`src/rtl/alu_mul_sequencer.sv`:
```
// alu_mul_sequencer
//   Multi-cycle MUL (low DATA_WIDTH bits of op_a*op_b) built without a
//   multiplier. It borrows the execute-stage ALU and runs a shift-add loop,
//   issuing one ALU operation per cycle: ADD (acc += a), SLL (a <<= 1),
//   SRL (b >>= 1).
//
// Ports
//   clk, reset        rising-edge clock, synchronous active-low reset
//   start             request pulse, only looked at in IDLE
//   op_a, op_b        multiplicand / multiplier, latched on accepted start
//   alu_op            opcode to the shared ALU (0 when not sequencing)
//   alu_src_a/_b      ALU operands (0 when not sequencing)
//   alu_result        combinational ALU result, consumed in the same cycle
//   busy              high in every state but IDLE
//   done              one-cycle pulse in DONE
//   product           result, held until the next DONE
//
// Build option
//   MUL_SEQ_EARLY_EXIT_EN : when defined, op_b==0 jumps straight to DONE and
//   the loop stops as soon as the shifted multiplier becomes zero. When
//   undefined, every job runs exactly DATA_WIDTH iterations.
module alu_mul_sequencer #(
    parameter int DATA_WIDTH    = 32,
    parameter int OPCODE_LENGTH = 4
) (
    input  logic                     clk,
    input  logic                     reset,
    input  logic                     start,
    input  logic [DATA_WIDTH-1:0]    op_a,
    input  logic [DATA_WIDTH-1:0]    op_b,
    output logic [OPCODE_LENGTH-1:0] alu_op,
    output logic [DATA_WIDTH-1:0]    alu_src_a,
    output logic [DATA_WIDTH-1:0]    alu_src_b,
    input  logic [DATA_WIDTH-1:0]    alu_result,
    output logic                     busy,
    output logic                     done,
    output logic [DATA_WIDTH-1:0]    product
);

    localparam int IW = $clog2(DATA_WIDTH);
    localparam logic [IW-1:0] LAST_ITER = IW'(DATA_WIDTH - 1);

    localparam logic [OPCODE_LENGTH-1:0] OP_ADD = OPCODE_LENGTH'(4'b0010);
    localparam logic [OPCODE_LENGTH-1:0] OP_SLL = OPCODE_LENGTH'(4'b0011);
    localparam logic [OPCODE_LENGTH-1:0] OP_SRL = OPCODE_LENGTH'(4'b0100);

    typedef enum logic [2:0] {
        S_IDLE,
        S_ADD,
        S_SHL,
        S_SHR,
        S_DONE
    } state_t;

    state_t                state, next_state;
    logic [DATA_WIDTH-1:0] acc, a_reg, b_reg;
    logic [IW-1:0]         iter;
    logic                  loop_exit;

    always_ff @(posedge clk) begin
        if (!reset) begin
            state   <= S_IDLE;
            acc     <= '0;
            a_reg   <= '0;
            b_reg   <= '0;
            iter    <= '0;
            product <= '0;
        end else begin
            state <= next_state;
            case (state)
                S_IDLE: begin
                    if (start) begin
                        a_reg <= op_a;
                        b_reg <= op_b;
                        acc   <= '0;
                        iter  <= '0;
                    end
                end
                S_ADD: acc   <= alu_result;
                S_SHL: a_reg <= alu_result;
                S_SHR: begin
                    b_reg <= alu_result;
                    // Saturate: the last iteration exits, so no wrap is needed.
                    if (iter != LAST_ITER)
                        iter <= iter + IW'(1);
                end
                S_DONE: product <= acc;
                default: ;
            endcase
        end
    end

    // Loop termination after the multiplier shift.
`ifdef MUL_SEQ_EARLY_EXIT_EN
    assign loop_exit = (alu_result == '0) || (iter == LAST_ITER);
`else
    assign loop_exit = (iter == LAST_ITER);
`endif

    always_comb begin
        next_state = state;
        alu_op     = '0;
        alu_src_a  = '0;
        alu_src_b  = '0;
        case (state)
            S_IDLE: begin
                if (start) begin
`ifdef MUL_SEQ_EARLY_EXIT_EN
                    if (op_b == '0)
                        next_state = S_DONE;
                    else
`endif
                    next_state = op_b[0] ? S_ADD : S_SHL;
                end
            end
            S_ADD: begin
                alu_op     = OP_ADD;
                alu_src_a  = acc;
                alu_src_b  = a_reg;
                next_state = S_SHL;
            end
            S_SHL: begin
                alu_op     = OP_SLL;
                alu_src_a  = a_reg;
                alu_src_b  = DATA_WIDTH'(1);
                next_state = S_SHR;
            end
            S_SHR: begin
                alu_op    = OP_SRL;
                alu_src_a = b_reg;
                alu_src_b = DATA_WIDTH'(1);
                // alu_result is the new multiplier; its LSB picks the next step.
                if (loop_exit)
                    next_state = S_DONE;
                else
                    next_state = alu_result[0] ? S_ADD : S_SHL;
            end
            S_DONE:  next_state = S_IDLE;
            default: next_state = S_IDLE;
        endcase
    end

    assign busy = (state != S_IDLE);
    assign done = (state == S_DONE);

endmodule
```
`config.mk`:
```
export PLATFORM = sky130hd
export DESIGN_NAME = alu_mul_sequencer
export DESIGN_NICKNAME = d
export VERILOG_FILES = /design/src/rtl/alu_mul_sequencer.sv
export SDC_FILE = /design/constraint.sdc
export NUM_CORES = 1
export LEC_CHECK = 0
export BUFFER_PORTS_ARGS = -buffer_cell sky130_fd_sc_hd__buf_2
export CORE_MARGIN = 2
export CORE_UTILIZATION = 55
export DETAILED_ROUTE_END_ITERATION = 8
export GPL_TIMING_DRIVEN = 0
export PLACE_DENSITY = 0.84
export SLEW_MARGIN = 25
export SYNTH_ARGS = -nofsm -noshare
export SYNTH_HDL_FRONTEND = slang
export SYNTH_SLANG_ARGS = --single-unit
```
`constraint.sdc`:
```
create_clock -name clk -period 3.5 [get_ports clk]
set_input_delay 0.7 -clock clk [delete_from_list [all_inputs] [get_ports clk]]
set_output_delay 0.7 -clock clk [all_outputs]
set_load 0.02 [all_outputs]
```
# Word-level counts from Yosys, hierarchy flattened
# Cells that the tools add are included.
# op_classes
muxes	17
n_eq_ne	8
addsub	1
n_reduce_logical	10
# op_table
operator	count
32-bit one-hot mux with 2 select lines	4
32-bit two-way mux	3
32-bit one-hot mux with 3 select lines	1
3-bit one-hot mux with 4 select lines	1
5-bit two-way mux	2
5-bit one-hot mux with 2 select lines	1
3-bit one-hot mux with 3 select lines	1
3-bit by 2-bit == test with 1-bit output (second input constant)	2
3-bit two-way mux	2
2-bit AND reduction	3
2-bit nonzero test	3
5-bit by 1-bit adder with 5-bit output (second input constant)	1
5-bit == test (second input constant)	1
5-bit inequality test (second input constant)	1
2-bit two-way mux	2
2-bit inequality test (second input constant)	2
3-bit by 1-bit == test with 1-bit output (second input constant)	1
3-bit == test (second input constant)	1
3-bit zero test	1
3-bit AND reduction	1
3-bit nonzero test	1
2-bit OR reduction	1
# totals
input_bits	99
wordCells	42
output_inout_bits	102
ff_bits	136

# Logic depth before layout (Yosys ltp)
# logic_depth
word_depth	3
depth_mapped	7
mapped_depth_nobuf	6

# Least setup slack after synthesis
# Ideal clock, no wire load.
# synth_timing
path_type	register to output
start	register state[1]
end	output alu_src_a[0]
path_stages_with_launch	7
t_arrival_ns	1.532
path_slack_ns	1.268
path_cell_list	dfxtp_1 -> buf_4 -> nor2b_1 -> clkbuf_1 -> clkbuf_1 -> a22oi_1 -> nor2_1
# synth_between
elab_chain_len	2
# synth_rtl
element	line	rtl
start, declared	55	state_t state, next_state;
start signal, assigned	69	state <= next_state;
3-bit by 2-bit == test with 1-bit output or 3-bit by 1-bit == test with 1-bit output (tied branches)	105	case (state)
32-bit one-hot mux with 3 select lines *	105	
end, declared	32	output logic [DATA_WIDTH-1:0] alu_src_a,
# Mark *: on every way between the ends. The rest lies on a longest branch, timed or not.

# Final worst setup path
# layout_timing
start	register state[1]
end	output alu_src_a[5]
# Same word-level chain as after synthesis.

==> out/results.txt <==
Met3 Use GR -> 9.44%
Fin. Hold Viols -> 0
Row cnt -> 40
Gpl congestion -> 0.902
Pwr Density -> 525 nW/µm²
Main synth FF type -> dfxtp_1
RSZ-0062 raised after global routing -> no
GRT Total Usage -> 36.3%
Largest net degree at the start of global routing -> 17
Outcome -> complete, no violations
Layout Nets -> 1172
Async set or reset register ratio after synthesis -> 0%
Netlist cell types -> 39
Placed Cells -> 1199
Initial antenna violation count -> 1
CTS Buffer Depth -> 2
Multiplexer share of the synthesized area -> 5.49%
Slew margin rel. -> 40.5%
Hold-fix buffers, CTS -> 0
I/O pins -> 201
CTS Buf Count -> 17
Clock sinks -> 136
Die ar. -> 13200 µm²
Worst-path fanout max -> 10
Initial Utilization -> 56.3%
GRT busiest layer -> met2
Startpoint types -> flop
Clk_lat worst skew -> 0.43 ns
Synth Area in Simple Gates -> 22.0%
Ys Warns -> 0
Final period util -> 95.8%
Layout area overhead -> 26.2%
Number of flops mapped to enable cells by yosys -> 0
DRT Pass-1 Iters -> 6
Largest family of logic cells by synthesized area -> compound AO/OA/AOI/OAI gates
Avg Vias per Cell -> 6.15
Critical Path End Type -> output port
Post-Syn Area -> 6770 µm²
Antenna Nets Post-Route -> 0
Post-Route WL -> 24.1 mm
DP HPWL -> 17.0 mm
Post-Syn Area per Cell -> 7.93 µm²
Synth Area in Adders -> 0.370%
Period minus WS final -> 3.35 ns
DRC Markers -> 0
Post-CTS Resized -> 0
Vias in the first global route -> 7121
Worst setup margin -> 0.148 ns
Initial DRC Count -> 831
Fraction of layout cells with a size suffix above 1 -> 30.1%
CP Class -> reg2out
Met1 Use GR -> 46.5%
Synthesized instance count -> 853
First-pass GRT wire length -> 37.0 mm
Syn_nets -> 954
Hold WC Path Type -> reg2reg
Slew at the pin closest to its max-slew limit -> 0.892 ns
WP data required -> 2.80 ns
GR Layer Usage met2 -> 57.6%
Final setup fails -> 0
End-of-flow core utilization -> 71.1%
Setup bufs post-CTS -> 0
Clk slew on worst S/H paths -> 0.06 ns
I/O Buffers -> 199
Achievable Freq -> 298 MHz
Setup tns final -> 0 ns
Number of max-cap violations -> 0
Clock skew -> 0.00523 ns
CTS tree -> built
Vias -> 7575
Crit path DAT -> 2.65 ns
CTS root buffer -> clkbuf_16
Die width -> 115 µm
Grt ovf -> 0
Core area -> 12000 µm²
Sequential area share after synthesis -> 40.2%
Fin cells -> 1232
H-tree levels -> 4
Pre-CTS setup slack -> 0.726 ns
LEAKAGE -> 3.69 nW
Maximum VDD drop -> 0.345 mV
Fin. max-slew vios -> 0
R2R setup slack -> 1.28 ns
Die height -> 115 µm
WL/cell -> 19.6 µm
Synth Register Bits -> 136
Post-Synth XOR/XNOR Area -> 0%
Fillers -> 1005
Compound-gate portion of the synthesized area -> 25.8%
## through the flow
step | power, W | cell area [µm²] | hold slack (ns)
final | 0.00448 | 8540 | 0.449
after global routing | 0.00460 | 8540 | 0.466
after CTS | 0.00443 | 8540 | 0.451
after detailed placement | 0.00267 | 7950 | 0.443
after global placement | 0.00265 | 7950 | 0.441
after floorplan | 0.00235 | 6770 | 0.427
## cells by family (layout without fill, tap and decap cells)
| logic type | Yosys count | in the layout |
|---|---|---|
| flops | 136 | 136 |
| mux | 33 | 33 |
| other cells | 1 | 2 |
| simple gates | 345 | 345 |
| compound gates | 242 | 242 |
| buf+inv | 94 | 325 |
| fa+ha+maj | 2 | 2 |
## metal layers
metal / vias to the layer above / wire length [µm]
met4: 0 / 909
met2: 547 / 11200
met3: 89 / 2680
li1: 3439 / -
met1: 3500 / 9310
met5: - / 0
## Yosys cell counts (all sizes together), types with 5 or more instances
cell type / n / area share [%]
and2: 32 / 3.0
nand2: 225 / 12
mux2: 33 / 5.5
a22oi: 32 / 3.6
dfxtp: 136 / 40
nor3: 33 / 2.4
o21ai: 37 / 2.7
inv: 5 / 0.28
buf: 26 / 2.2
a311oi: 65 / 11
nor2: 36 / 2.0
a21oi: 101 / 7.5
clkbuf: 62 / 3.4
## critical path, stage by stage, from the launching register on
cell and delay (ns):
dfxtp_1 0.43, buf_4 0.21, nor2b_1 0.15, clkbuf_1 0.27
clkbuf_1 0.56, a22oi_1 0.20, nor2_1 0.20, buf_2 0.21
## placed cells by master (no fill, tap or decap), drive strengths merged, types with 2 or more instances in the layout
cell type / instances
or3b: 2
a21oi: 101
ha: 2
o21a: 2
buf: 225
a311oi: 65
nor2b: 2
nor2: 36
bufinv: 2
and2: 32
or2: 3
nand2: 225
nor3: 33
clkinv: 4
inv: 6
a22oi: 32
mux2: 33
dfxtp: 136
nand3: 3
o21ai: 37
clkinvlp: 5
or3: 2
clkbuf: 83
## cell type report
class	count	area, µm²	area share, %
well taps	147	184	2.15
multi-input cells	623	3630	42.6
repair buffers	199	996	11.7
plain buffers	88	384	4.50
inverters	6	23.8	0.278
clock inverters	11	121	1.42
flip-flops and latches	136	2720	31.9
diodes	1	2.50	0.0293
clock buffers	21	470	5.51
## worst paths after layout
kind | start | to | cells past startpoint
setup / recovery | state[1] | alu_src_a[5] | 7
hold / removal | product[28] | product[28] | 2
setup reg to reg | iter[0] | iter[2] | 6
hold reg to reg | product[28] | product[28] | 2
## where the power goes
part	internal, W	leakage [nW]	total [W]	switching (W)
sequential	0.00167	1.11	0.00176	0.0000879
clock	0.00110	0.278	0.00181	0.000712
combinational	0.000331	2.30	0.000913	0.000582
total	0.00310	3.69	0.00448	0.00138
Note: power is estimated with default switching activity, not from simulation.
